[config.mk]
export PLATFORM = sky130hd
export DESIGN_NAME = spi_master_multi_flat
export DESIGN_NICKNAME = d
export VERILOG_FILES = /design/src/rtl/spi_master_multi_if.sv /design/src/rtl/spi_master_multi.sv /design/src/flat_wrapper.sv
export SDC_FILE = /design/constraint.sdc
export NUM_CORES = 1
export LEC_CHECK = 0
export CAP_MARGIN = 20
export CORE_MARGIN = 2
export CORE_UTILIZATION = 55
export DETAILED_ROUTE_END_ITERATION = 12
export PLACE_DENSITY = 0.82
export RECOVER_POWER = 50
export SYNTH_ARGS = -nofsm -noshare
export SYNTH_HDL_FRONTEND = slang
export SYNTH_SLANG_ARGS = --single-unit
[constraint.sdc]
create_clock -name clk -period 2.76 [get_ports clk]
set_input_delay 0.828 -clock clk [delete_from_list [all_inputs] [get_ports clk]]
set_output_delay 0.828 -clock clk [all_outputs]
set_load 0.01 [all_outputs]
[src/rtl/spi_master_multi_if.sv]
// Request/response and SPI pin bundle for spi_master_multi.
// master: the core side issuing frames; slave: the spi_master_multi side.
interface spi_master_multi_if #(
  parameter int unsigned DATA_W = 8,
  parameter int unsigned ADDR_W = 4,
  parameter int unsigned NCS    = 2,
  parameter int unsigned DIV_W  = 8
);
  localparam int unsigned CS_W = (NCS > 1) ? $clog2(NCS) : 1;

  logic              start_in;
  logic              abort_in;
  logic [CS_W-1:0]   cs_sel_in;
  logic              cpol_in;
  logic              cpha_in;
  logic [DIV_W-1:0]  div_in;
  logic [ADDR_W-1:0] addr_in;
  logic [DATA_W-1:0] data_in;
  logic              busy_out;
  logic              done_out;
  logic              err_out;
  logic [DATA_W-1:0] data_out;
  logic [ADDR_W-1:0] addr_out;
  logic              sclk_out;
  logic              mosi_out;
  logic              miso_in;
  logic [NCS-1:0]    cs_n_out;

  modport master (
    output start_in, abort_in, cs_sel_in, cpol_in, cpha_in, div_in, addr_in, data_in, miso_in,
    input  busy_out, done_out, err_out, data_out, addr_out, sclk_out, mosi_out, cs_n_out
  );

  modport slave (
    input  start_in, abort_in, cs_sel_in, cpol_in, cpha_in, div_in, addr_in, data_in, miso_in,
    output busy_out, done_out, err_out, data_out, addr_out, sclk_out, mosi_out, cs_n_out
  );
endinterface

[src/rtl/spi_master_multi.sv]
// Multi-slave SPI master: shifts one {addr, data} frame MSB-first, full duplex,
// with per-frame CPOL/CPHA and a programmable SCLK half-period of div+1 clk cycles.
module spi_master_multi #(
  parameter int unsigned DATA_W = 8,
  parameter int unsigned ADDR_W = 4,
  parameter int unsigned NCS    = 2,
  parameter int unsigned DIV_W  = 8
) (
  input logic              clk,
  input logic              rst,
  spi_master_multi_if.slave bus
);
  localparam int unsigned FRAME_W = ADDR_W + DATA_W;
  localparam int unsigned EDGES   = 2 * FRAME_W;
  localparam int unsigned EDGE_W  = $clog2(EDGES + 1);

  typedef enum logic [1:0] {S_IDLE, S_SETUP, S_XFER, S_HOLD} state_t;

  state_t             state_q, state_d;
  logic [DIV_W-1:0]   phase_q, phase_d;
  logic [DIV_W-1:0]   div_q, div_d;
  logic [EDGE_W-1:0]  edge_q, edge_d;
  logic               cpol_q, cpol_d;
  logic               cpha_q, cpha_d;
  logic [FRAME_W-1:0] tx_q, tx_d;
  logic [FRAME_W-1:0] rx_q, rx_d;
  logic [NCS-1:0]     cs_n_q, cs_n_d;
  logic               sclk_q, sclk_d;
  logic               mosi_q, mosi_d;
  logic               busy_q, busy_d;
  logic               done_q, done_d;
  logic               err_q, err_d;
  logic [DATA_W-1:0]  data_q, data_d;
  logic [ADDR_W-1:0]  addr_q, addr_d;

  logic               phase_end_c;
  logic               lead_c;
  logic               sample_c;
  logic               shift_c;
  logic               sel_ok_c;
  logic [FRAME_W-1:0] frame_c;

  // Edge classification: the edge about to happen is number edge_q+1 (odd = leading).
  always_comb begin
    phase_end_c = (phase_q == div_q);
    lead_c      = ~edge_q[0];
    sample_c    = phase_end_c & (cpha_q ? ~lead_c : lead_c);
    // CPHA=1 already presents the MSB in SETUP, so the first leading edge does not shift.
    shift_c     = phase_end_c & (cpha_q ? (lead_c & (edge_q != '0)) : ~lead_c);
    sel_ok_c    = (32'(bus.cs_sel_in) < NCS);
    frame_c     = {bus.addr_in, bus.data_in};
  end

  // Next-state and registered-output computation.
  always_comb begin
    state_d = state_q;
    phase_d = phase_q;
    div_d   = div_q;
    edge_d  = edge_q;
    cpol_d  = cpol_q;
    cpha_d  = cpha_q;
    tx_d    = tx_q;
    rx_d    = rx_q;
    cs_n_d  = cs_n_q;
    sclk_d  = sclk_q;
    mosi_d  = mosi_q;
    done_d  = 1'b0;
    err_d   = 1'b0;
    data_d  = data_q;
    addr_d  = addr_q;

    case (state_q)
      S_IDLE: begin
        if (bus.start_in && !bus.abort_in) begin
          if (sel_ok_c) begin
            state_d = S_SETUP;
            phase_d = '0;
            edge_d  = '0;
            div_d   = bus.div_in;
            cpol_d  = bus.cpol_in;
            cpha_d  = bus.cpha_in;
            tx_d    = frame_c;
            rx_d    = '0;
            cs_n_d  = ~(NCS'(1) << bus.cs_sel_in);
            sclk_d  = bus.cpol_in;
            mosi_d  = frame_c[FRAME_W-1];
          end else begin
            err_d = 1'b1;
          end
        end
      end
      S_SETUP: begin
        if (phase_end_c) begin
          state_d = S_XFER;
          phase_d = '0;
        end else begin
          phase_d = phase_q + DIV_W'(1);
        end
      end
      S_XFER: begin
        if (phase_end_c) begin
          phase_d = '0;
          edge_d  = edge_q + EDGE_W'(1);
          sclk_d  = ~sclk_q;
          if (sample_c) begin
            rx_d = {rx_q[FRAME_W-2:0], bus.miso_in};
          end
          if (shift_c) begin
            tx_d   = tx_q << 1;
            mosi_d = tx_q[FRAME_W-2];
          end
          if (edge_q == EDGE_W'(EDGES - 1)) begin
            state_d = S_HOLD;
          end
        end else begin
          phase_d = phase_q + DIV_W'(1);
        end
      end
      S_HOLD: begin
        if (phase_end_c) begin
          state_d = S_IDLE;
          phase_d = '0;
          cs_n_d  = '1;
          done_d  = 1'b1;
          data_d  = rx_q[DATA_W-1:0];
          addr_d  = rx_q[FRAME_W-1:DATA_W];
        end else begin
          phase_d = phase_q + DIV_W'(1);
        end
      end
      default: begin
        state_d = S_IDLE;
      end
    endcase

    // Abort drops the frame: no done pulse, received fields untouched.
    if ((state_q != S_IDLE) && bus.abort_in) begin
      state_d = S_IDLE;
      phase_d = '0;
      edge_d  = '0;
      cs_n_d  = '1;
      sclk_d  = cpol_q;
      done_d  = 1'b0;
      data_d  = data_q;
      addr_d  = addr_q;
    end

    busy_d = (state_d != S_IDLE);
  end

  // State and output registers.
  always_ff @(posedge clk or negedge rst) begin
    if (!rst) begin
      state_q <= S_IDLE;
      phase_q <= '0;
      div_q   <= '0;
      edge_q  <= '0;
      cpol_q  <= 1'b0;
      cpha_q  <= 1'b0;
      tx_q    <= '0;
      rx_q    <= '0;
      cs_n_q  <= '1;
      sclk_q  <= 1'b0;
      mosi_q  <= 1'b0;
      busy_q  <= 1'b0;
      done_q  <= 1'b0;
      err_q   <= 1'b0;
      data_q  <= '0;
      addr_q  <= '0;
    end else begin
      state_q <= state_d;
      phase_q <= phase_d;
      div_q   <= div_d;
      edge_q  <= edge_d;
      cpol_q  <= cpol_d;
      cpha_q  <= cpha_d;
      tx_q    <= tx_d;
      rx_q    <= rx_d;
      cs_n_q  <= cs_n_d;
      sclk_q  <= sclk_d;
      mosi_q  <= mosi_d;
      busy_q  <= busy_d;
      done_q  <= done_d;
      err_q   <= err_d;
      data_q  <= data_d;
      addr_q  <= addr_d;
    end
  end

  assign bus.busy_out = busy_q;
  assign bus.done_out = done_q;
  assign bus.err_out  = err_q;
  assign bus.data_out = data_q;
  assign bus.addr_out = addr_q;
  assign bus.sclk_out = sclk_q;
  assign bus.mosi_out = mosi_q;
  assign bus.cs_n_out = cs_n_q;
endmodule

[src/flat_wrapper.sv]
// flat-port wrapper written by rule: the top's interface ports become plain ports
module spi_master_multi_flat 
#(
  parameter int unsigned DATA_W = 8,
  parameter int unsigned ADDR_W = 4,
  parameter int unsigned NCS    = 2,
  parameter int unsigned DIV_W  = 8
)
  (clk, rst, bus_start_in, bus_abort_in, bus_cs_sel_in, bus_cpol_in, bus_cpha_in, bus_div_in, bus_addr_in, bus_data_in, bus_miso_in, bus_busy_out, bus_done_out, bus_err_out, bus_data_out, bus_addr_out, bus_sclk_out, bus_mosi_out, bus_cs_n_out);
  spi_master_multi_if #(.DATA_W(DATA_W), .ADDR_W(ADDR_W), .NCS(NCS), .DIV_W(DIV_W)) bus_i ();
  input logic clk;
  input logic rst;
  input wire logic [$bits(bus_i.start_in)-1:0] bus_start_in;
  input wire logic [$bits(bus_i.abort_in)-1:0] bus_abort_in;
  input wire logic [$bits(bus_i.cs_sel_in)-1:0] bus_cs_sel_in;
  input wire logic [$bits(bus_i.cpol_in)-1:0] bus_cpol_in;
  input wire logic [$bits(bus_i.cpha_in)-1:0] bus_cpha_in;
  input wire logic [$bits(bus_i.div_in)-1:0] bus_div_in;
  input wire logic [$bits(bus_i.addr_in)-1:0] bus_addr_in;
  input wire logic [$bits(bus_i.data_in)-1:0] bus_data_in;
  input wire logic [$bits(bus_i.miso_in)-1:0] bus_miso_in;
  output wire logic [$bits(bus_i.busy_out)-1:0] bus_busy_out;
  output wire logic [$bits(bus_i.done_out)-1:0] bus_done_out;
  output wire logic [$bits(bus_i.err_out)-1:0] bus_err_out;
  output wire logic [$bits(bus_i.data_out)-1:0] bus_data_out;
  output wire logic [$bits(bus_i.addr_out)-1:0] bus_addr_out;
  output wire logic [$bits(bus_i.sclk_out)-1:0] bus_sclk_out;
  output wire logic [$bits(bus_i.mosi_out)-1:0] bus_mosi_out;
  output wire logic [$bits(bus_i.cs_n_out)-1:0] bus_cs_n_out;
  assign bus_i.start_in = bus_start_in;
  assign bus_i.abort_in = bus_abort_in;
  assign bus_i.cs_sel_in = bus_cs_sel_in;
  assign bus_i.cpol_in = bus_cpol_in;
  assign bus_i.cpha_in = bus_cpha_in;
  assign bus_i.div_in = bus_div_in;
  assign bus_i.addr_in = bus_addr_in;
  assign bus_i.data_in = bus_data_in;
  assign bus_i.miso_in = bus_miso_in;
  assign bus_busy_out = bus_i.busy_out;
  assign bus_done_out = bus_i.done_out;
  assign bus_err_out = bus_i.err_out;
  assign bus_data_out = bus_i.data_out;
  assign bus_addr_out = bus_i.addr_out;
  assign bus_sclk_out = bus_i.sclk_out;
  assign bus_mosi_out = bus_i.mosi_out;
  assign bus_cs_n_out = bus_i.cs_n_out;
  spi_master_multi #(.DATA_W(DATA_W), .ADDR_W(ADDR_W), .NCS(NCS), .DIV_W(DIV_W)) u_core (.clk(clk), .rst(rst), .bus(bus_i));
endmodule
==> metrics.csv, run 1 <==
stage,metric,value,unit
worst_setup_path,"Critical Path, Cell by Cell","dlygate4sd3_1, buf_4, nand2b_1, and3_1, mux2_1",
clock_tree,# H-tree levels,3,
global_routing,global route overflow,0,
layout,most frequent cells in the layout,"64 x dfrtp_1, 58 x nand2_1, 43 x clkdlybuf4s50_1",
min_path,Hold Path Class,reg2reg,
worst_setup_path,critical path depth,5,
synth,Post-Syn Area per Cell,10.3,um^2
power_and_ir_drop,internal power,2.00,mW
route,Antenna Nets Post-Route,0,
route,drt via density,5.83,
power_and_ir_drop,Sw Share,31.3,%
power_and_ir_drop,Sw Pwr,0.911,mW
timing,fin crit share,90.3,%
worst_setup_path,startpoint class of the critical path,input port,
layout,"most common cell after layout, fill and taps aside",dfrtp_1,
worst_setup_path,worst path bufs/invs,2,
global_routing,initial antenna violation count,0,
synth,synth warn,0,
layout,synth-to-layout area growth,20.4,%
synth,Mapped Nets,367,
die,total die area,0.00682,mm^2
power_and_ir_drop,leakage power,1.75,nW
synth,synthesized area,0.00340,mm^2
route,Initial DRT Pass Iterations,5,
layout,nets,412,
clock_tree,clock latency on the worst-skew pair,0.35,ns
global_routing,vias in the first global route,2575,
synth,sequential cell area fraction in the yosys report,48.7,%
global_routing,first-pass GRT wire length,11900,um
synth,Post-synth EDFFs,0,
synth,dominant synthesized flop cell,dfrtp_1,
timing,RSZ-0062 raised after global routing,false,
die,Initial Util,57.0,%
worst_setup_path,CP startpoint,bus_abort_in,
worst_setup_path,FF-to-FF path depth,7,
die,Die X,82.6,um
timing,Slew Limit Fails,67,
timing,clk_skew,0.00529,ns
placed_design,I/O Buffers,45,
die,std cell rows,28,
layout,number of fill cells,480,
timing,Final setup viols,0,
global_routing,largest net degree at the start of global routing,67,
clock_tree,Resized Gates After CTS,0,
worst_setup_path,WS Path Type,in2reg,
worst_setup_path,Worst Path Max Fanout,13,
route,drt drc,0,
worst_setup_path,Crit path required time,2.99,ns
layout,fraction of final layout cells with drive strength greater than 1,12.4,%
worst_setup_path,reg2reg start,u_core.state_q[1],
synth,post-synthesis cell count,330,
clock_tree,clock slew at reported path FFs,0.07,ns
placed_design,last weighted congestion value of the routability-driven placer,0.809,
route,initial DRC count,211,
run_status,outcome,"finished, violations left",
worst_setup_path,r2r setup slk,0.34,ns
layout,n_diodes,0,
worst_setup_path,"Largest stage delay, worst path",0.66,ns
worst_setup_path,Critical path destination,u_core.bus.addr_out[3],
global_routing,Total Routing Usage GR,23.4,%
route,routed vias,2653,
power_and_ir_drop,Pwr Density,712,mW/mm^2
synth,register bit total from synthesis,66,
flow_run,max cap viols,1,
layout,post-route insts no fill,455,
clock_tree,CTS tree,yes,
power_and_ir_drop,combinational share of power,26.5,%
layout,Finished Cell Area,0.00409,mm^2
worst_setup_path,CP top delay family,simple AND/OR/NAND/NOR gates,
worst_setup_path,Critical R2R Capture,u_core.rx_q[2],
power_and_ir_drop,Clk pwr share,28.8,%
clock_tree,cts hold-fix bufs,0,
clock_tree,CTS sink count,66,
synth,post-synth cell types,47,
route,DRT Wirelength,7180,um
die,I/O pin count,47,
power_and_ir_drop,Sequential Power Share,44.8,%
die,Core ar.,0.00596,mm^2
worst_setup_path,"Arr. time, crit path",2.72,ns
timing,fmax,401,MHz
clock_tree,post-CTS setup buffers,0,
die,Die Span Y,82.6,um
placed_design,Cells after DPL,439,
timing,Tightest Pin Transition,1.59,ns
run_status,failing checks,"capacitance limit, slew limit",
timing,Final TNS setup,0,ns
timing,Hold WS,0.491,ns
placed_design,Post-DP HPWL,4830,um
power_and_ir_drop,maximum vdd drop,511,uV
clock_tree,CTS Root Cell,clkbuf_8,
placed_design,placed cell areas,0.00391,mm^2
clock_tree,TritonCTS Buffers,9,
route,wire length per cell,15.8,um
clock_tree,Clock Path Buffers,2,
synth,asr flop ratio synth,100,%
timing,post-layout minimum cycle time,2.49,ns
worst_setup_path,CP Capture Type,register,
timing,final hold violation count,0,
timing,Slew headroom,-6.09,%
worst_setup_path,slowest CP cell,and3_1,
registers in the layout, indices dropped and copies added, names as in the netlist, 2 cells and up:
signal and flops:
u_core.rx_q 12, u_core.tx_q 11, u_core.bus.data_out 8, u_core.div_q 8, u_core.phase_q 8, u_core.edge_q 5, u_core.bus.addr_out 4, u_core.bus.cs_n_out 2
u_core.state_q 2
power by group through the flow:
| stage | Combinational, mW | Sequential, mW | Clock (mW) |
|---|---|---|---|
| floorplan | 0.512 | 1.30 | 0 |
| global placement | 0.751 | 1.30 | 0 |
| detailed placement | 0.775 | 1.32 | 0 |
| CTS | 0.785 | 1.30 | 0.848 |
| global route | 0.853 | 1.33 | 0.891 |
| finish | 0.771 | 1.30 | 0.837 |
worst min path at each step:
stage	startpoint	end	slack [ns]	cells past startpoint
floorplan	u_core.tx_q[8]	u_core.tx_q[8]	0.46	1
CTS	rst	u_core.tx_q[1]	0.50	2
finish	u_core.bus.data_out[7]	u_core.bus.data_out[7]	0.49	1
detailed placement	u_core.tx_q[8]	u_core.tx_q[8]	0.47	1
global route	u_core.bus.data_out[0]	u_core.bus.data_out[0]	0.52	1
global placement	u_core.bus.addr_out[3]	u_core.bus.addr_out[3]	0.47	1
metrics by stage:
step                utilization (%)  total power, mW  setup WS (ns)
floorplan                         -             1.81          0.746
global placement               65.6             2.06          0.193
detailed placement             65.6             2.09          0.110
CTS                            69.1             2.93          0.360
global route                   68.7             3.07          0.135
finish                         68.7             2.91          0.268
cell usage after synthesis (4+ instances only):
master / n / area, um^2
a21oi_1: 11 / 55.1
a2bb2oi_1: 11 / 96.3
buf_2: 4 / 20.0
clkbuf_1: 11 / 41.3
dfrtp_1: 64 / 1600
ha_1: 9 / 113
inv_1: 6 / 22.5
mux2_2: 10 / 113
mux2_4: 9 / 135
nand2_1: 58 / 218
nand3_1: 21 / 105
nor2_1: 18 / 67.6
o211ai_1: 22 / 165
o21ai_0: 7 / 35.0
xnor2_1: 4 / 35.0
xor2_1: 11 / 96.3
kinds of logic after synthesis:
logic type      synth area share [%]
simple gates                    16.9
compound gates                  15.0
flops                           48.7
buf+inv                         3.80
mux                             8.29
xor+xnor                        3.87
fa+ha+maj                       3.32
other cells                    0.110
routing by layer:
layer	vias up	wire (um)	GRT usage (%)
met1	1286	3100	30.2
met3	12	349	4.24
met2	91	3600	39.0
met5	-	0	0
li1	1264	-	-
met4	0	125	9.34
final cells by class:
type | instances | area [um^2] | area share, %
Sequential cell | 66 | 1650 | 40.4
Clock inverter | 4 | 50.0 | 1.22
Clock buffer | 12 | 155 | 3.79
Tap cell | 75 | 93.8 | 2.29
Multi-Input combinational cell | 238 | 1610 | 39.3
Timing Repair Buffer | 54 | 507 | 12.4
Inverter | 6 | 22.5 | 0.551
Power figures use the tool's default switching activity.
==> inputs of run 2 (changes only) <==
RECOVER_POWER = default   (was 50)
==> metrics.csv, run 2 (same netlist as run 1, synthesis figures left out) <==
stage,metric,value,unit
clock_tree,clock slew at reported path FFs,0.07,ns
clock_tree,# H-tree levels,3,
clock_tree,CTS Root Cell,clkbuf_8,
die,std cell rows,28,
timing,fin crit share,87.4,%
timing,Hold WS,0.478,ns
timing,Slew headroom,51.1,%
layout,nets,412,
route,Top Metal Used,met4,
clock_tree,post-CTS setup buffers,0,
min_path,Hold Path Class,in2async,
power_and_ir_drop,maximum vdd drop,511,uV
timing,Final TNS setup,0,ns
worst_setup_path,startpoint class of the critical path,register,
route,initial DRC count,223,
layout,fraction of final layout cells with drive strength greater than 1,12.9,%
global_routing,global route overflow,0,
die,total die area,0.00682,mm^2
layout,number of fill cells,476,
clock_tree,Resized Gates After CTS,0,
timing,Slew Limit Fails,0,
layout,"most common cell after layout, fill and taps aside",dfrtp_1,
power_and_ir_drop,Pwr Density,710,mW/mm^2
worst_setup_path,CP Capture Type,register,
die,I/O pin count,47,
layout,synth-to-layout area growth,21.1,%
clock_tree,CTS tree,yes,
global_routing,vias in the first global route,2575,
worst_setup_path,"Arr. time, crit path",2.66,ns
placed_design,last weighted congestion value of the routability-driven placer,0.809,
route,routed vias,2651,
timing,Tightest Pin Transition,0.731,ns
layout,area of the multi-input gates,0.00161,mm^2
worst_setup_path,WS Path Type,reg2reg,
timing,Final setup viols,0,
die,Initial Util,57.0,%
route,DR WL met2,3590,um
worst_setup_path,Crit path required time,3.01,ns
layout,Biggest register,u_core.rx_q,
placed_design,Post-DP HPWL,4830,um
route,DRT met1 WL,3110,um
timing,final hold violation count,0,
route,Antenna Nets Post-Route,0,
layout,max FFs per register,12,
layout,most frequent cells in the layout,"64 x dfrtp_1, 58 x nand2_1, 44 x clkdlybuf4s50_1",
global_routing,Total Routing Usage GR,23.4,%
layout,Top Registers,"u_core.rx_q x12, u_core.tx_q x11",
clock_tree,Clock Path Buffers,2,
route,wire length per cell,15.9,um
route,met3 wire length,406,um
clock_tree,TritonCTS Buffers,9,
run_status,outcome,completed,
placed_design,I/O Buffers,45,
route,drt via density,5.83,
power_and_ir_drop,Total Power,2.92,mW
clock_tree,CTS sink count,66,
timing,RSZ-0062 raised after global routing,false,
die,Core ar.,0.00596,mm^2
timing,fmax,415,MHz
layout,n_diodes,0,
layout,register area,0.00165,mm^2
clock_tree,cts hold-fix bufs,0,
timing,clk_skew,0.00524,ns
die,Die Span Y,82.6,um
flow_run,max cap viols,0,
die,Die X,82.6,um
route,Initial DRT Pass Iterations,5,
global_routing,largest net degree at the start of global routing,67,
power_and_ir_drop,leakage power,1.76,nW
global_routing,first-pass GRT wire length,11900,um
route,DRT Wirelength,7230,um
timing,post-layout minimum cycle time,2.41,ns
route,drt drc,0,
worst_setup_path,Worst Path Max Fanout,13,
global_routing,initial antenna violation count,0,
clock_tree,clock latency on the worst-skew pair,0.35,ns
## run 2: path summary, 6_finish.rpt
check	startpoint	endpoint	slack, ns	cells after the start
worst max register to register	u_core.state_q[1]	u_core.rx_q[2]	0.35	7
min in group clk	u_core.bus.data_out[7]	u_core.bus.data_out[7]	0.49	1
worst max-delay path	u_core.state_q[1]	u_core.rx_q[2]	0.35	7
max in group asynchronous	rst	u_core.bus.cs_n_out[0]	1.97	2
worst min-delay path	rst	u_core.tx_q[4]	0.48	2
worst min register to register	u_core.bus.data_out[7]	u_core.bus.data_out[7]	0.49	1
## run 2: cell type report
| cell class | count | area share, % |
|---|---|---|
| timing repair buffer | 54 | 12.8 |
| clock inverter | 4 | 1.22 |
| clock buffer | 12 | 3.77 |
| inverter | 6 | 0.547 |
| multi-input combinational | 238 | 39.2 |
| tap | 75 | 2.28 |
| sequential | 66 | 40.2 |
## run 2: routing by layer
metal  track usage [%]  up-vias
met5                 0        -
met4              9.34        0
met3              4.24       12
met2              39.0      100
met1              30.2     1284
li1                  -     1255
## run 2: worst max-delay path: stages, from the launching register on
cell	delay (ns)
dfrtp_1	0.46
inv_1	0.14
ha_1	0.43
nand3b_1	0.19
o21a_1	0.16
buf_4	0.18
nand3b_1	0.42
o211ai_1	0.33
## run 2: power by group
part	total (mW)	leakage, nW	internal, mW	switching [mW]
registers	1.30	0.868	1.17	0.136
clock network	0.836	0.0986	0.465	0.371
logic	0.780	0.788	0.375	0.405
total	2.92	1.76	2.01	0.912
## run 2: stage by stage
step	cells	setup WS, ns	utilization (%)	area (um^2)
3_5_place_dp	439	0.110	65.6	3910
6_report	455	0.349	69.1	4110
5_1_grt	455	0.136	69.1	4110
3_3_place_gp	439	0.193	65.6	3910
2_1_floorplan	330	0.746	-	3400
4_1_cts	455	0.360	69.1	4110
==> inputs of run 3 (changes only) <==
GPL_ROUTABILITY_DRIVEN = 0   (was default)
==> results of run 3 <==
The final DEF is identical to that of run 2; final timing and power are the same.
